`src/rtl/regfile_sb_pkg.sv`:
```
// Shared defaults for the scoreboarded register file: widths, register count
// and the pending-writer counter range.
package regfile_sb_pkg;

    localparam int XLEN_DEF = 32;
    localparam int NREG_DEF = 32;
    localparam int AW_DEF   = $clog2(NREG_DEF);
    localparam int CW_DEF   = 2;
    localparam int CMAX_DEF = (1 << CW_DEF) - 1;

endpackage

```
`src/rtl/regfile_sb_cnt.sv`:
```
// Saturating pending-writer counter for one architectural register.
// Issue and writeback in the same cycle cancel; clear wins over both.
module sb_cnt
    import regfile_sb_pkg::*;
#(
    parameter int CW = CW_DEF
) (
    input  logic          clk,
    input  logic          srst,
    input  logic          inc,
    input  logic          dec,
    input  logic          clr,
    output logic [CW-1:0] count,
    output logic          underflow
);

    localparam logic [CW-1:0] CMAX = '1;

    logic [CW-1:0] count_reg;
    logic [CW-1:0] count_next;
    logic          sat;
    logic          zero;

    assign sat  = (count_reg == CMAX);
    assign zero = (count_reg == '0);

    always_comb begin
        count_next = count_reg;
        if (clr) begin
            count_next = '0;
        end else if (inc && !dec && !sat) begin
            count_next = count_reg + 1'b1;
        end else if (dec && !inc && !zero) begin
            count_next = count_reg - 1'b1;
        end
    end

    // A writeback with nothing outstanding is an error unless a flush discards it.
    assign underflow = dec & zero & ~clr;
    assign count     = count_reg;

    always_ff @(posedge clk) begin
        if (srst) begin
            count_reg <= '0;
        end else begin
            count_reg <= count_next;
        end
    end

endmodule

```
`src/rtl/regfile_sb.sv`:
```
// Register file with combinational write-through read ports and a per-register
// pending-writer scoreboard that drives the ID-stage stall.
module regfile_sb
    import regfile_sb_pkg::*;
#(
    parameter int  XLEN = XLEN_DEF,
    parameter int  NREG = NREG_DEF,
    parameter int  NRD  = 2,
    parameter int  CW   = CW_DEF,
    localparam int AW   = $clog2(NREG)
) (
    input  logic              clk,
    input  logic              rst,
    input  logic [NRD-1:0]    re,
    input  logic [NRD*AW-1:0] raddr,
    output logic [NRD*XLEN-1:0] rdata,
    output logic [NRD-1:0]    rbusy,
    input  logic              iss_valid,
    input  logic [AW-1:0]     iss_rd,
    output logic              iss_ok,
    input  logic              we,
    input  logic [AW-1:0]     waddr,
    input  logic [XLEN-1:0]   wdata,
    input  logic              flush,
    output logic              stall_req,
    output logic              err
);

    localparam logic [CW-1:0] CMAX = '1;

    logic [XLEN-1:0] mem_reg [NREG];
    logic [CW-1:0]   cnt [NREG];
    logic [NREG-1:1] underflow;
    logic            iss_ok_int;
    logic            err_reg;

    // Register 0 has no counter and can never look busy.
    assign cnt[0] = '0;

    generate
        for (genvar gi = 1; gi < NREG; gi++) begin : g_cnt
            logic inc;
            logic dec;
            assign inc = iss_valid & iss_ok & (iss_rd == AW'(gi));
            assign dec = we & (waddr == AW'(gi));
            sb_cnt #(.CW(CW)) u_cnt (
                .clk       (clk),
                .srst      (rst),
                .inc       (inc),
                .dec       (dec),
                .clr       (flush),
                .count     (cnt[gi]),
                .underflow (underflow[gi])
            );
        end
    endgenerate

    // A same-cycle writeback frees one slot, so a full counter can still accept.
    assign iss_ok_int = ~((cnt[iss_rd] == CMAX) & ~(we & (waddr == iss_rd)));
    assign iss_ok     = rst | iss_ok_int;

    generate
        for (genvar gi = 0; gi < NRD; gi++) begin : g_rd
            logic [AW-1:0] addr;
            logic [CW-1:0] c;
            logic          hit;
            logic          pending;
            assign addr    = raddr[gi*AW +: AW];
            assign c       = cnt[addr];
            assign hit     = we & (waddr == addr);
            assign pending = hit ? (c > CW'(1)) : (c != '0);
            assign rdata[gi*XLEN +: XLEN] =
                (rst | ~re[gi] | (addr == '0)) ? '0 : (hit ? wdata : mem_reg[addr]);
            assign rbusy[gi] = ~rst & re[gi] & (addr != '0) & pending;
        end
    endgenerate

    assign stall_req = ~rst & ((|rbusy) | (iss_valid & ~iss_ok));

    always_ff @(posedge clk) begin
        if (rst) begin
            for (int i = 0; i < NREG; i++) begin
                mem_reg[i] <= '0;
            end
        end else if (we && (waddr != '0)) begin
            mem_reg[waddr] <= wdata;
        end
    end

    always_ff @(posedge clk) begin
        if (rst) begin
            err_reg <= 1'b0;
        end else if (|underflow) begin
            err_reg <= 1'b1;
        end
    end

    assign err = err_reg;

endmodule

```
`config.mk`:
```
export PLATFORM = sky130hd
export DESIGN_NAME = regfile_sb
export DESIGN_NICKNAME = d
export VERILOG_FILES = /design/src/rtl/regfile_sb_pkg.sv /design/src/rtl/regfile_sb_cnt.sv /design/src/rtl/regfile_sb.sv
export SDC_FILE = /design/constraint.sdc
export NUM_CORES = 2
export LEC_CHECK = 0
export BUFFER_PORTS_ARGS = -buffer_cell sky130_fd_sc_hd__buf_2
export CAP_MARGIN = 10
export CELL_PAD_IN_SITES_DETAIL_PLACEMENT = 1
export CELL_PAD_IN_SITES_GLOBAL_PLACEMENT = 2
export CORE_AREA = 2 2 391 393
export DETAILED_ROUTE_END_ITERATION = 12
export DIE_AREA = 0 0 393 395
export PLACE_DENSITY_LB_ADDON = 0.05
export REMOVE_ABC_BUFFERS = 1
export SETUP_SLACK_MARGIN = 0.02
export SYNTH_ARGS = -nofsm -noshare
export SYNTH_HDL_FRONTEND = slang
export SYNTH_SLANG_ARGS = --single-unit
```
`constraint.sdc`:
```
create_clock -name clk -period 4 [get_ports clk]
set_input_delay 0.2 -clock clk [delete_from_list [all_inputs] [get_ports clk]]
set_output_delay 0.2 -clock clk [all_outputs]
set_load 0.03 [all_outputs]
```
==> results.json <==
{
  "tritoncts": "done",
  "critPathKind": "in2out",
  "synth_area_um2": 61700,
  "synth.avg_cell_area_um2": 12.9,
  "cts_buffers": 133,
  "multi_input_area_um2": 28100,
  "die_area_um2": 155000,
  "die_h_um": 395,
  "io_buffers": 127,
  "yosys-top-cells-area": "edfxtp_1, mux4_2, and2_1, mux2i_1, clkbuf_1",
  "start_util_pct": 40.8,
  "fmax_mhz": 275,
  "grt_pass1_vias": 45426,
  "largest_reg_flops": 1024,
  "hpwl_um": 154000,
  "rsz0062_at_grt": "no",
  "synth_edf_count": 1024,
  "vias": 45109,
  "cp_data_arrival_time_ns": 3.43,
  "drc": 0,
  "cts_hold_buf": 5,
  "hold_viol_final": 0,
  "synth_most_common_cell": "edfxtp_1",
  "synth_top_area_share_pct": 49.9,
  "synth_largest_area_cell": "edfxtp_1",
  "fin_worst_skew_ns": 0.0142,
  "final-seq-area_um2": 32000,
  "pin_count": 128,
  "clk_path_buf_depth": 3,
  "tightest_slew_ns": 1.15,
  "period_minus_slack_ns": 3.63,
  "synth_cell_types": 67,
  "final_nets": 4844,
  "cts-resized-gates": 0,
  "p_leak_nw": 24.3,
  "cts_setup_buffers": 0,
  "setup_viol": 0,
  "synth_common_cells": "edfxtp_1, and2_1, mux4_2",
  "endpoint_kind": "primary output",
  "ant_nets": 0,
  "core_area_um2": 151000,
  "drtIter0Drc": 5575,
  "fill_cells": 15126,
  "grt_max_degree": 75,
  "grt_pass1_wl_um": 366000,
  "synth_cells": 4794,
  "maxSlewViolCount": 0,
  "setup_slack_ns": 0.370,
  "routed_wl_um": 265000,
  "layout_worst_path_cycle_share_pct": 90.8,
  "rows": 143,
  "design_area_um2": 69900,
  "required_ns": 3.80,
  "htreeDepth": 4,
  "ir_worst_vdd_mv": 0.422,
  "place_area_um2": 65900,
  "cts_sinks": 1087,
  "gp_congestion": 0.844,
  "cts.clk_slew.worst_paths_ns": 0.06,
  "synth_seq_cells": 1087,
  "synth_warnings": 0,
  "min_path_type": "in2reg",
  "wl_per_cell_um": 38.4,
  "cts_root_buf": "clkbuf_16",
  "drtPass1Iterations": 5,
  "synthToLayoutAreaGrowth_pct": 13.4,
  "start_kind": "primary input",
  "clk_latency_ns": 0.77,
  "die_w_um": 393,
  "power_mw": 28.8,
  "yosysSeqAreaShare_pct": 51.9,
  "pre_cts_ws_ns": 0.681,
  "p_per_area_nw_per_um2": 412,
  "grt_usage_pct": 34.1,
  "async_flop_share_pct": 0,
  "overflow": 0,
  "critPathMaxFanout": 30,
  "status": "finished clean",
  "maxCapViolCount": 0,
  "r2r_setup_slack_ns": 1.08,
  "placedCellCount": 6675,
  "synth_ff_type": "edfxtp_1",
  "via_per_inst": 6.53,
  "slew_headroom_pct": 22.7,
  "final_core_util_pct": 46.3,
  "instances_no_fill": 6912,
  "antenna_found_initial": 33,
  "drive_above_1_share_pct": 22.5
}
## area by class of cell
cell class / count / area share, %
timing repair buffer: 347 / 4.58
inverter: 14 / 0.0823
tap: 2030 / 3.63
multi-input combinational: 3202 / 40.2
antenna: 9 / 0.0322
clock inverter: 51 / 0.648
clock buffer: 172 / 5.09
sequential: 1087 / 45.8
## cell families after synthesis
logic type             count (synthesis)  share of synthesized area, %
buffers and inverters                536                          3.64
AND/OR/NAND/NOR                     1576                          14.8
AO/OA/AOI/OAI                        774                          8.02
XOR/XNOR                              15                         0.213
multiplexers                         805                          21.4
flip-flops                          1087                          51.9
other                                  1                       0.00608
## per-stage QoR
stage	setup TNS (ns)	hold slack, ns
finish	0	0.0602
global placement	0	0.537
detailed placement	0	0.541
global route	0	0.0602
floorplan	-189.51	0.272
CTS	0	0.0136
## layer usage
layer  share of wire (%)  up-vias  global-route usage, %
met2                  46     2372                   53.5
met1                  41    23882                   47.4
met3                 9.0      505                   5.69
li1                    -    18346                      -
met4                 4.3        4                   13.3
met5               0.013        -                      0
## where the power goes
part           leakage [nW]  total, mW  switching [mW]  internal, mW
clock                  1.95       11.6            4.90          6.74
combinational          12.1       3.85            2.45          1.41
sequential             10.3       13.3           0.304          13.0
total                  24.3       28.8            7.65          21.2
## path summary, 6_finish.rpt
path,start,end,cells past startpoint
max reg2reg,g_cnt[17].u_cnt.count[0]$_SDFFE_PP0P_,err$_SDFFE_PP0P_,7
max,rst,stall_req,9
min reg2reg,g_cnt[24].u_cnt.count[1]$_SDFFE_PP0P_,g_cnt[24].u_cnt.count[0]$_SDFFE_PP0P_,2
min,wdata[24],mem_reg[4][24]$_SDFFCE_PN0P_,2
## worst max-delay path, cell delays in order
cell and delay [ns]:
dlygate4sd3_1 0.62, buf_4 0.24, inv_6 0.29, and3_2 0.26, buf_4 0.54, nand3_1 0.29, a21oi_1 0.46, a311o_1 0.24
buf_2 0.22
## placed cells by master, fill, tap and decap left out, types with 99 or more instances in the layout
master / instances
edfxtp_1: 1024
and2_1: 900
mux4_2: 402
mux2i_1: 314
o21ai_0: 215
nor2_1: 156
buf_4: 152
a21oi_1: 141
clkbuf_16: 137
buf_2: 116
nand2_1: 109
and3_1: 99
No activity file was read; power rests on OpenSTA's default activity.
